$ cat config.mk
export PLATFORM = sky130hd
export DESIGN_NAME = spi_frame_tx_flat
export DESIGN_NICKNAME = d
export VERILOG_FILES = /design/src/rtl/spi_pkg.sv /design/src/rtl/spi_frame_tx_if.sv /design/src/rtl/spi_phase_timer.sv /design/src/rtl/spi_frame_tx.sv /design/src/flat_wrapper.sv
export SDC_FILE = /design/constraint.sdc
export NUM_CORES = 1
export LEC_CHECK = 0
export ABC_AREA = 1
export BUFFER_PORTS_ARGS = -buffer_cell sky130_fd_sc_hd__buf_2
export CAP_MARGIN = 10
export CORE_AREA = 2 2 59 84
export CTS_BUF_LIST = sky130_fd_sc_hd__clkbuf_8
export DETAILED_ROUTE_END_ITERATION = 12
export DIE_AREA = 0 0 61 86
export SLEW_MARGIN = 30
export SYNTH_ARGS = -nofsm -noshare
export SYNTH_HDL_FRONTEND = slang
export SYNTH_SLANG_ARGS = --single-unit
$ cat constraint.sdc
create_clock -name clk -period 1.78 [get_ports clk]
set_clock_uncertainty 0.2 [all_clocks]
set_input_delay 0.178 -clock clk [delete_from_list [all_inputs] [get_ports clk]]
set_output_delay 0.178 -clock clk [all_outputs]
set_load 0.05 [all_outputs]
$ cat src/rtl/spi_pkg.sv
// -----------------------------------------------------------------------------
// spi_pkg
// Shared types and constants for the SPI frame transmitter.
//   FRAME_BITS      : bits per frame (command + two data bytes)
//   spi_frame_t     : one frame as sent, command in the most significant byte
//   spi_tx_state_t  : transmitter FSM states
// -----------------------------------------------------------------------------
package spi_pkg;

    localparam int FRAME_BITS = 24;

    typedef struct packed {
        logic [7:0] command;
        logic [7:0] databyte1;
        logic [7:0] databyte2;
    } spi_frame_t;

    typedef enum logic [2:0] {
        IDLE,
        LEAD,
        HIGH,
        LOW,
        TRAIL,
        GAP
    } spi_tx_state_t;

endpackage

$ cat src/rtl/spi_frame_tx_if.sv
// -----------------------------------------------------------------------------
// spi_frame_tx_if
// Frame request handshake plus SPI pins of the frame transmitter.
//   start/command/databyte1/databyte2 : frame request from the user
//   ready/done                        : handshake status back to the user
//   cs/sck/sdi                        : SPI bus toward the receiver
//   state                             : current FSM state, for observation
// Handshake: a frame is accepted on a rising clk edge where start && ready;
// ready is high only while idle, and start while !ready is simply ignored.
// Modports: master = frame requester, slave = transmitter.
// -----------------------------------------------------------------------------
interface spi_frame_tx_if;

    logic                   start;
    logic [7:0]             command;
    logic [7:0]             databyte1;
    logic [7:0]             databyte2;
    logic                   ready;
    logic                   done;
    logic                   cs;
    logic                   sck;
    logic                   sdi;
    spi_pkg::spi_tx_state_t state;

    modport master (
        output start, command, databyte1, databyte2,
        input  ready, done, cs, sck, sdi, state
    );

    modport slave (
        input  start, command, databyte1, databyte2,
        output ready, done, cs, sck, sdi, state
    );

endinterface

$ cat src/rtl/spi_phase_timer.sv
// -----------------------------------------------------------------------------
// spi_phase_timer
// Down-counter that sets the length of every SPI phase to CLK_DIV clk cycles.
//   clk       in  system clock
//   reset     in  asynchronous, active-high reset (counter cleared)
//   reload    in  restart the phase: counter loads CLK_DIV-1
//   phase_end out high while the counter is at 0 (last cycle of the phase)
// -----------------------------------------------------------------------------
module spi_phase_timer #(
    parameter int CLK_DIV = 4
) (
    input  logic clk,
    input  logic reset,
    input  logic reload,
    output logic phase_end
);

    localparam int W = ($clog2(CLK_DIV) > 0) ? $clog2(CLK_DIV) : 1;
    localparam logic [W-1:0] LOAD = W'(CLK_DIV - 1);

    logic [W-1:0] count;

    always_ff @(posedge clk or posedge reset) begin
        if (reset) begin
            count <= '0;
        end else if (reload) begin
            count <= LOAD;
        end else if (count != '0) begin
            count <= count - W'(1);
        end
    end

    assign phase_end = (count == '0);

endmodule

$ cat src/rtl/spi_frame_tx.sv
// -----------------------------------------------------------------------------
// spi_frame_tx
// SPI mode-0 initiator: sends one 24-bit frame {command, databyte1, databyte2}
// MSB first. sdi changes only while sck is low; the receiver samples on the
// sck rising edge. cs is active-high and frames all 24 bits.
//   clk    in  system clock
//   reset  in  asynchronous, active-high reset; abandons any frame in flight
//   bus    slave modport of spi_frame_tx_if (request handshake + SPI pins)
// Phase sequence: LEAD, then 24 x HIGH interleaved with 23 x LOW, TRAIL, GAP;
// every non-idle state lasts exactly CLK_DIV clk cycles.
// -----------------------------------------------------------------------------
module spi_frame_tx import spi_pkg::*; #(
    parameter int CLK_DIV = 4
) (
    input  logic          clk,
    input  logic          reset,
    spi_frame_tx_if.slave bus
);

    if (CLK_DIV < 2) begin : g_bad_clk_div
        $error("spi_frame_tx: CLK_DIV must be >= 2");
    end

    spi_tx_state_t               state;
    spi_frame_t                  frame_in;
    logic [FRAME_BITS-2:0]       shreg;     // bits still to send after the one on sdi
    logic [4:0]                  bit_cnt;
    logic                        cs_q;
    logic                        sck_q;
    logic                        sdi_q;
    logic                        done_q;
    logic                        accept;
    logic                        reload;
    logic                        phase_end;

    assign frame_in = {bus.command, bus.databyte1, bus.databyte2};
    assign accept   = (state == IDLE) && bus.start;
    // The phase counter restarts on every state transition.
    assign reload   = accept || ((state != IDLE) && phase_end);

    spi_phase_timer #(.CLK_DIV(CLK_DIV)) u_timer (
        .clk       (clk),
        .reset     (reset),
        .reload    (reload),
        .phase_end (phase_end)
    );

    always_ff @(posedge clk or posedge reset) begin
        if (reset) begin
            state   <= IDLE;
            shreg   <= '0;
            bit_cnt <= '0;
            cs_q    <= 1'b0;
            sck_q   <= 1'b0;
            sdi_q   <= 1'b0;
            done_q  <= 1'b0;
        end else begin
            done_q <= 1'b0;
            case (state)
                IDLE: begin
                    if (bus.start) begin
                        // Bit 23 goes straight to sdi; the rest waits in shreg.
                        shreg   <= frame_in[FRAME_BITS-2:0];
                        sdi_q   <= frame_in.command[7];
                        bit_cnt <= 5'(FRAME_BITS - 1);
                        cs_q    <= 1'b1;
                        sck_q   <= 1'b0;
                        state   <= LEAD;
                    end
                end
                LEAD: begin
                    if (phase_end) begin
                        sck_q <= 1'b1;
                        state <= HIGH;
                    end
                end
                HIGH: begin
                    if (phase_end) begin
                        sck_q <= 1'b0;
                        if (bit_cnt != 5'd0) begin
                            sdi_q   <= shreg[FRAME_BITS-2];
                            shreg   <= {shreg[FRAME_BITS-3:0], 1'b0};
                            bit_cnt <= bit_cnt - 5'd1;
                            state   <= LOW;
                        end else begin
                            state <= TRAIL;
                        end
                    end
                end
                LOW: begin
                    if (phase_end) begin
                        sck_q <= 1'b1;
                        state <= HIGH;
                    end
                end
                TRAIL: begin
                    if (phase_end) begin
                        cs_q   <= 1'b0;
                        sdi_q  <= 1'b0;
                        done_q <= 1'b1;
                        state  <= GAP;
                    end
                end
                GAP: begin
                    if (phase_end) begin
                        state <= IDLE;
                    end
                end
                default: begin
                    state <= IDLE;
                end
            endcase
        end
    end

    assign bus.cs    = cs_q;
    assign bus.sck   = sck_q;
    assign bus.sdi   = sdi_q;
    assign bus.done  = done_q;
    assign bus.ready = (state == IDLE);
    assign bus.state = state;

endmodule
$ cat src/flat_wrapper.sv
// flat-port wrapper written by rule: the top's interface ports become plain ports
module spi_frame_tx_flat import spi_pkg::*;
#(
    parameter int CLK_DIV = 4
)
  (clk, reset, bus_start, bus_command, bus_databyte1, bus_databyte2, bus_ready, bus_done, bus_cs, bus_sck, bus_sdi, bus_state);
  spi_frame_tx_if bus_i ();
  input  logic clk;
  input  logic reset;
  input wire logic [$bits(bus_i.start)-1:0] bus_start;
  input wire logic [$bits(bus_i.command)-1:0] bus_command;
  input wire logic [$bits(bus_i.databyte1)-1:0] bus_databyte1;
  input wire logic [$bits(bus_i.databyte2)-1:0] bus_databyte2;
  output wire logic [$bits(bus_i.ready)-1:0] bus_ready;
  output wire logic [$bits(bus_i.done)-1:0] bus_done;
  output wire logic [$bits(bus_i.cs)-1:0] bus_cs;
  output wire logic [$bits(bus_i.sck)-1:0] bus_sck;
  output wire logic [$bits(bus_i.sdi)-1:0] bus_sdi;
  output wire logic [$bits(bus_i.state)-1:0] bus_state;
  assign bus_i.start = bus_start;
  assign bus_i.command = bus_command;
  assign bus_i.databyte1 = bus_databyte1;
  assign bus_i.databyte2 = bus_databyte2;
  assign bus_ready = bus_i.ready;
  assign bus_done = bus_i.done;
  assign bus_cs = bus_i.cs;
  assign bus_sck = bus_i.sck;
  assign bus_sdi = bus_i.sdi;
  assign bus_state = bus_i.state;
  spi_frame_tx #(.CLK_DIV(CLK_DIV)) u_core (.clk(clk), .reset(reset), .bus(bus_i));
endmodule
; Yosys cells after proc, flatten, opt, wreduce, memory -nomap -nowiden
; Index checks and enable logic that the tools add are counted.
[op_classes]
mux = 29
reduce_logical = 19
add_sub_neg = 2
n_eq_ne = 11
[op_table]
columns = op, count
row1 = $mux 23, 3
row2 = $pmux 23 s2, 1
row3 = $mux 3, 6
row4 = $mux 5, 3
row5 = $pmux 3 s5, 1
row6 = $ne 2x1->1 const B, 5
row7 = $pmux 5 s2, 1
row8 = $reduce_and 5->1, 2
row9 = $mux 1, 9
row10 = $reduce_bool 3->1, 3
row11 = $reduce_and 4->1, 2
row12 = $reduce_bool 2->1, 4
row13 = $eq 3x2->1 const B, 2
row14 = $eq 3x3->1 const B, 2
row15 = $pmux 1 s3, 2
row16 = $reduce_bool 5->1, 1
row17 = $sub 5x1->5 const B, 1
row18 = $mux 2, 2
row19 = $eq 3x1->1 const B, 1
row20 = $logic_not 3->1, 1
row21 = $reduce_and 3->1, 1
row22 = $logic_and 1x1->1, 2
row23 = $logic_not 2->1, 1
row24 = $ne 2x2->1 const B, 1
row25 = other kinds (4), 4
[word_totals]
out_inout_bits = 8
regBits = 37
input_bits = 27

; Depth between registers and ports, before layout
; Gate-level depths: netlist of run 1.
[depth]
ltp_word = 4
depth_mapped = 9

; Cells and area by module
; Synthesis of run 1 repeated with hierarchy kept, for this count alone.
[hier_totals]
cells_unflattened = 285
area_unflattened_um2 = 2152.1
[by_module_without_submodules]
columns = module, cells_each, n_inst, area_per_inst_um2
row1 = spi_frame_tx, 270, 1, 2037.0
row2 = spi_phase_timer, 15, 1, 115.1

; Worst setup path after synthesis of run 1
; OpenSTA, ideal clock, no wires.
[synth_path]
path_type = reg2reg
from = reg u_core.state[2], in the netlist u_core.bus.state[2]
to = reg u_core.shreg[0]
path_stages_with_launch = 8
t_required_ps = 1462
setup_slack_ps = -25
t_arrival_ps = 1487
synth_period_minus_slack_ps = 1805
path_cell_list = dfrtp_1 -> nor2_4 -> o21ai_0 -> inv_1 -> nand3_4 -> buf_4 -> nand2_1 -> nand2_1
[synth_via]
elab_chain_cells = 3
elab_cells_between_ends = 8
[synth_rtl]
columns = item, line
row1 = start: declaration, spi_frame_tx.sv:24  ; spi_tx_state_t state;
row2 = start signal: assignment, spi_frame_tx.sv:50  ; state <= IDLE;
row3 = start signal: assignment, spi_frame_tx.sv:68  ; state <= LEAD;
row4 = start signal: assignment, spi_frame_tx.sv:74  ; state <= HIGH;
row5 = $eq 3x2->1 or $logic_not 3->1 (tied branches), spi_frame_tx.sv:59  ; case (state)
row6 = "$ne 2x1->1 (no line), or another cell as far along", n/a
row7 = $reduce_and 4->1 (no line), n/a
row8 = end signal: assignment, spi_frame_tx.sv:63  ; shreg <= frame_in[FRAME_BITS-2:0];
row9 = end signal: assignment, spi_frame_tx.sv:82  ; shreg <= {shreg[FRAME_BITS-3:0], 1'b0};
row10 = end: declaration, spi_frame_tx.sv:26  ; logic [FRAME_BITS-2:0] shreg;
; Several ways; a longest one is shown, not always the timed one.
; A chain may end at the register's enable or synchronous reset.

; Worst setup path in the final report of run 1
[layout_path]
from = reg u_core.bit_cnt[0]
to = reg u_core.shreg[2]
[layout_via]
elab_chain_cells = 3
[layout_rtl]
columns = item, line
row1 = start: declaration, spi_frame_tx.sv:27  ; logic [4:0] bit_cnt;
row2 = start signal: assignment, spi_frame_tx.sv:65  ; bit_cnt <= 5'(FRAME_BITS - 1);
row3 = start signal: assignment, spi_frame_tx.sv:83  ; bit_cnt <= bit_cnt - 5'd1;
row4 = $reduce_bool 5->1, spi_frame_tx.sv:80  ; if (bit_cnt != 5'd0) begin
row5 = $ne 2x1->1 (no line), n/a
row6 = $reduce_and 4->1 (no line), n/a
; Every way passes these cells.

==> run_results.csv, run 1 <==
group,metric,value,unit
outcome,outcome,"finished with violations",
outcome,failed_checks,"negative hold slack",
worst_setup_path,cp-start-kind,"flop",
hold_path,hold_class,"in2reg",
timing,finalSetupTns,0,ns
synth,ys.warnings.count,0,
power,p_int,2.52,mW
finish,utilization,0.582,
die,ios,35,
routing,routedWlPerCell,12.0,um
die,initial_core_util,0.440,
routing,dr.pass1.iters,4,
die,dieHeight,86,um
synth,seq_area_frac_synth,0.471,
placed_design,pre_cts_ws,-0.0807,ns
timing,finalCritPeriodShare,0.942,
timing,setup_viol,0,
worst_setup_path,critPathMaxFanout,5,
synth,synth-xor-area-share,0.00891,
placed_design,numPortBuffers,34,
die,num_rows,29,
placed_design,placed_cell_area,2230,um2
finish,n_antenna_cell,0,
finish,drive_above_1_share,0.234,
finish,final_nets,366,
finish,mostFrequentLayoutCells,"170 x nand2_1, 34 x dfrtp_1, 33 x buf_2, 15 x buf_4",
power,clock_power_share,0.119,
die,die_x,61,um
power,powerDensity,1800,nW/um2
synth,synth_fa_ha_area_frac,0.0127,
cts,cts_tree,"built",
timing,rsz0062_at_grt,"no",
timing,tightestPinTransition,0.484,ns
synth,ys_types,23,
routing,drtIter0Drc,53,
global_routing,grt_max_degree,38,
power,seqPwrFrac,0.321,
synth,synth-seq-cells,37,
routing,drc,0,
power,p_switching,2.16,mW
routing,num_vias,1853,
synth,synth_compound_area_frac,0.0267,
global_routing,grt_first_pass_wirelength,7800,um
job,timing.max_cap.violations,0,
worst_setup_path,cpPeakStageDelay,0.39,ns
cts,clkSinkCount,37,
worst_setup_path,arrival,1.65,ns
die,dieArea,5250,um2
worst_setup_path,r2r_cells,8,
die,core-area,4460,um2
finish,syn_to_final_growth,32.2,%
worst_setup_path,critPathSlowestCell,"dfrtp_1",
worst_setup_path,path_class,"reg2reg",
finish,final_common_cell,"nand2_1",
timing,slew_violations,0,
finish,fill_cells,467,
placed_design,hpwlAfterDp,2850,um
finish,stdcell_area,2600,um2
synth,synth_mux_area_frac,0,
synth,syn_inst,270,
synth,yosys.area_share.simple,0.409,
cts,numCtsBuffers,5,
worst_setup_path,cp-end-kind,"flop",
hold_path,hold_depth,5,
routing,ant_nets,0,
timing,timing.fmax,0.597,GHz
global_routing,grt_pass1_vias,1781,
cts,clockBufferDepth,2,
timing,layout_min_cycle_time,1.68,ns
routing,routed_wl,4780,um
synth,syn_avg_cell_area,7.28,um2
synth,syn_area,1970,um2
global_routing,grt_use_total,0.198,
cts,clk_latency,0.29,ns
worst_setup_path,critical_path_required,1.76,ns
worst_setup_path,crit_chain,"inv_1 > ha_1 > nand3_2 > nor2_4 > nor2_4 > buf_4 > nand2_1 > nand2_1",
power,power_switching_share,0.462,
timing,setup_slack,0.104,ns
synth,synth_fp_nets,299,
timing,whs,-0.00149,ns
power,comb_power_share,0.561,
timing,hold_violations,1,
global_routing,overflow,0,
routing,via_per_inst,4.63,
cts,cts-root-buf,"clkbuf_8",
power,irDropWorstVdd,1.18,mV
cts,clkTransAtPathRegs,0.07,ns
timing,relSlewSlack,0.677,
global_routing,antenna_found_initial,0,
power,p_leak,1.49,nW
synth,synth_top_family_by_area,"simple AND/OR/NAND/NOR gates",
placed_design,gp_congestion,0.758,
cts,htree_num_levels,2,
logic make-up after synthesis:
group                      after synthesis
AOI/OAI and AO/OA                        9
xor gates and xnor gates                 2
adders and majority gates                2
buffers and inverters                   25
DFF                                     37
and+or+nand+nor                        195
metrics by stage:
step	power [mW]	hold WS, ns	instances
3_5_place_dp	3.72	0.121	368
4_1_cts	4.44	0.000163	392
6_report	4.67	-0.00149	400
3_3_place_gp	3.69	0.121	368
5_1_grt	5.12	0.0313	400
2_1_floorplan	3.23	0.122	270
power groups by stage:
stage / clock network, mW / registers (mW) / logic (mW)
floorplan: 0 / 1.62 / 1.62
finish: 0.554 / 1.50 / 2.62
CTS: 0.578 / 1.49 / 2.37
global route: 0.600 / 1.54 / 2.99
detailed placement: 0 / 1.50 / 2.22
global placement: 0 / 1.50 / 2.19
synth_stat cells (all sizes together):
library cell | n | area, um2
nand2 | 173 | 662
dfrtp | 37 | 926
inv | 16 | 60.1
nand3 | 12 | 87.6
nor2 | 10 | 55.1
buf | 8 | 76.3
o21ai | 6 | 30.0
ha | 2 | 25.0
clkbuf | 1 | 3.75
o211ai | 1 | 7.51
o21a | 1 | 7.51
o21bai | 1 | 7.51
xnor2 | 1 | 8.76
xor2 | 1 | 8.76
timing repair:
item,4_1_cts,5_1_grt
endpoints found under the hold margin,49,0
pin swaps,1,5
hold buffers,14,0
resized for setup,3,6
buffers inserted,0,6
setup endpoints to repair,28,30
cloned,2,2
flip-flops by register name (all words and copies together), names as in the netlist:
name,flops
u_core.bit_cnt,5
u_core.bus.cs,1
u_core.bus.done,1
u_core.bus.sck,1
u_core.bus.sdi,1
u_core.bus.state,3
u_core.shreg,23
u_core.u_timer.count,2
worst max-delay path, delay by kind of cell (launching register included):
| kind | cells | cell delay (ns) |
|---|---|---|
| buf+inv | 2 | 0.24 |
| simple gates | 5 | 0.49 |
| flops | 1 | 0.39 |
| fa+ha+maj | 1 | 0.23 |
routing by layer:
layer  vias to the layer above  GRT usage  wire [um]
met3                         7     0.0362        162
li1                        955          -          -
met1                       855      0.234       2060
met5                         -          0          0
met4                         0     0.0632         83
met2                        36      0.352       2480
final timing paths:
check | start | end | slack, ns
max | u_core.bit_cnt[0] | u_core.shreg[2] | 0.10
max reg2reg | u_core.bit_cnt[0] | u_core.shreg[2] | 0.10
max in group asynchronous | reset | u_core.bus.state[2] | 0.67
min | bus_databyte2[3] | u_core.shreg[3] | -0.001
min in group asynchronous | reset | u_core.shreg[6] | 0.34
min reg2reg | u_core.shreg[4] | u_core.shreg[4] | 0.27
area by class of cell:
class / instances / area (um2) / share of cell area
repair buffers: 65 / 478 / 0.184
clock inverters: 3 / 13.8 / 0.00530
well taps: 62 / 77.6 / 0.0299
flip-flops and latches: 37 / 930 / 0.358
multi-input cells: 212 / 971 / 0.374
clock buffers: 5 / 68.8 / 0.0265
inverters: 16 / 60.1 / 0.0231
(Power assumes the default switching activity.)
==> run 2: changes to the inputs <==
- CELL_PAD_IN_SITES_DETAIL_PLACEMENT: default -> 2
- CELL_PAD_IN_SITES_GLOBAL_PLACEMENT: default -> 2
- CORE_AREA: 2 2 59 84 -> 2 2 70 98
- DIE_AREA: 0 0 61 86 -> 0 0 72 100
- PLACE_DENSITY_LB_ADDON: default -> 0.1
==> run_results.csv, run 2 (synthesis gave the netlist of run 1 again) <==
group,metric,value,unit
outcome,outcome,"finished with violations",
outcome,failed_checks,"negative hold slack",
finish,regArea,928,um2
placed_design,placed_cell_area,2290,um2
finish,stdcell_area,2600,um2
finish,fill_cells,782,
timing,rsz0062_at_grt,"yes",
timing,relSlewSlack,0.658,
timing,layout_min_cycle_time,1.72,ns
routing,routed_wl,5910,um
finish,final_common_cell,"nand2_1",
cts,clkTransAtPathRegs,0.07,ns
timing,timing.fmax,0.581,GHz
routing,via_per_inst,4.63,
finish,n_antenna_cell,0,
placed_design,hpwlAfterDp,3850,um
cts,clkSinkCount,37,
routing,drtIter0Drc,45,
die,die_x,72,um
power,comb_power_share,0.568,
power,powerDensity,1870,nW/um2
finish,syn_to_final_growth,32.1,%
finish,largest_reg_flops,23,
placed_design,gp_congestion,0.715,
worst_setup_path,cp-start-kind,"flop",
routing,routedWlPerCell,14.3,um
worst_setup_path,path_class,"reg2reg",
worst_setup_path,critical_path_required,1.75,ns
timing,hold_violations,1,
power,irDropWorstVdd,0.741,mV
finish,mostFrequentLayoutCells,"170 x nand2_1, 35 x dfrtp_1, 33 x buf_2, 22 x buf_4, 15 x inv_1",
die,num_rows,35,
global_routing,grt_pass1_vias,2093,
global_routing,grt_use_total,0.183,
cts,cts_tree,"built",
power,clock_power_share,0.124,
job,timing.max_cap.violations,0,
global_routing,grt_max_degree,38,
finish,multi_input_area,936,um2
hold_path,hold_class,"in2reg",
timing,setup_viol,0,
cts,clockBufferDepth,2,
cts,numCtsBuffers,5,
finish,drive_above_1_share,0.246,
routing,dr.pass1.iters,4,
global_routing,grt_first_pass_wirelength,10100,um
global_routing,overflow,0,
die,ios,35,
cts,cts-root-buf,"clkbuf_8",
die,initial_core_util,0.305,
power,p_int,2.63,mW
routing,drc,0,
timing,finalCritPeriodShare,0.968,
timing,slew_violations,0,
power,p_leak,1.48,nW
finish,top_register,"u_core.shreg",
power,p_switching,2.23,mW
worst_setup_path,critPathMaxFanout,19,
timing,tightestPinTransition,0.513,ns
placed_design,numPortBuffers,34,
placed_design,post-place-cells,386,
routing,num_vias,1908,
finish,top_regs,"u_core.shreg (23), u_core.bit_cnt (5), u_core.bus.state (3)",
timing,whs,-0.000713,ns
die,core-area,6440,um2
worst_setup_path,cpPeakStageDelay,0.45,ns
worst_setup_path,critPathSlowestCell,"dfrtp_2",
power,seqPwrFrac,0.308,
worst_setup_path,arrival,1.70,ns
power,power_switching_share,0.459,
worst_setup_path,crit_chain,"nor2_4 > buf_4 > o21ai_0 > inv_1 > nand3_4 > buf_12 > nand2_1 > nand2_1",
die,dieArea,7200,um2
finish,finalNonFillerCells,412,
global_routing,antenna_found_initial,0,
worst_setup_path,cp-end-kind,"flop",
die,dieHeight,100,um
routing,ant_nets,0,
cts,htree_num_levels,2,
worst_setup_path,cpMostUsedCell,"nand2_1",
cts,clk_latency,0.28,ns
finish,final_nets,367,
[run 2: path summary, 6_finish.rpt]
kind,start,endpoint,slack [ns],depth (start not counted)
min reg2reg,u_core.shreg[7],u_core.shreg[7],0.28,2
max,u_core.bus.state[0],u_core.shreg[22],0.06,8
min in group asynchronous,reset,u_core.shreg[6],0.36,4
min,bus_command[4],u_core.shreg[20],-0.0007,5
max reg2reg,u_core.bus.state[0],u_core.shreg[22],0.06,8
max in group asynchronous,reset,u_core.bus.state[2],0.63,4
[run 2: timing repair]
item	4_1_cts	5_1_grt
endpoints found under the hold margin	45	0
endpoints found under the setup margin	27	23
pin swaps	3	3
setup buffers	7	1
gates resized for setup	4	5
hold buffers	10	0
cloned	1	0
[run 2: per-layer routing]
metal / up-vias / global-route usage / share of wire
met5: - / 0 / 0
met4: 0 / 0.0522 / 0.013
met3: 4 / 0.0271 / 0.018
met2: 18 / 0.354 / 0.57
met1: 940 / 0.202 / 0.40
li1: 946 / - / -
[run 2: per-stage QoR]
stage	hold WS (ns)	setup WS (ns)	util	total power, mW	TNS [ns]
floorplan	0.122	0.0226	-	3.23	0
global placement	0.138	-0.108	0.356	3.86	-2.16
detailed placement	0.137	-0.163	0.356	3.97	-3.60
CTS	0.00163	0.0375	0.399	4.89	0
global route	0.0156	-0.0399	0.403	5.36	-0.214
finish	-0.000713	0.0575	0.403	4.86	0
[run 2: area by class of cell]
class,instances,area share
multi-input combinational,209,0.360
sequential,37,0.358
timing repair buffer,69,0.190
tap,74,0.0357
clock buffer,6,0.0318
inverter,16,0.0231
clock inverter,1,0.00145
[run 2: power groups by stage]
stage / sequential, mW / clock [mW] / combinational, mW
4_1_cts: 1.50 / 0.637 / 2.75
5_1_grt: 1.56 / 0.663 / 3.14
3_3_place_gp: 1.49 / 0 / 2.37
2_1_floorplan: 1.62 / 0 / 1.62
3_5_place_dp: 1.51 / 0 / 2.46
6_report: 1.50 / 0.603 / 2.76
[run 2: critical path, delay by kind of cell, from the launching register on]
kind                   cells  cell delay [ns]
DFF                        1             0.45
buffers and inverters      3             0.43
AOI/OAI and AO/OA          1             0.08
and+or+nand+nor            4             0.44
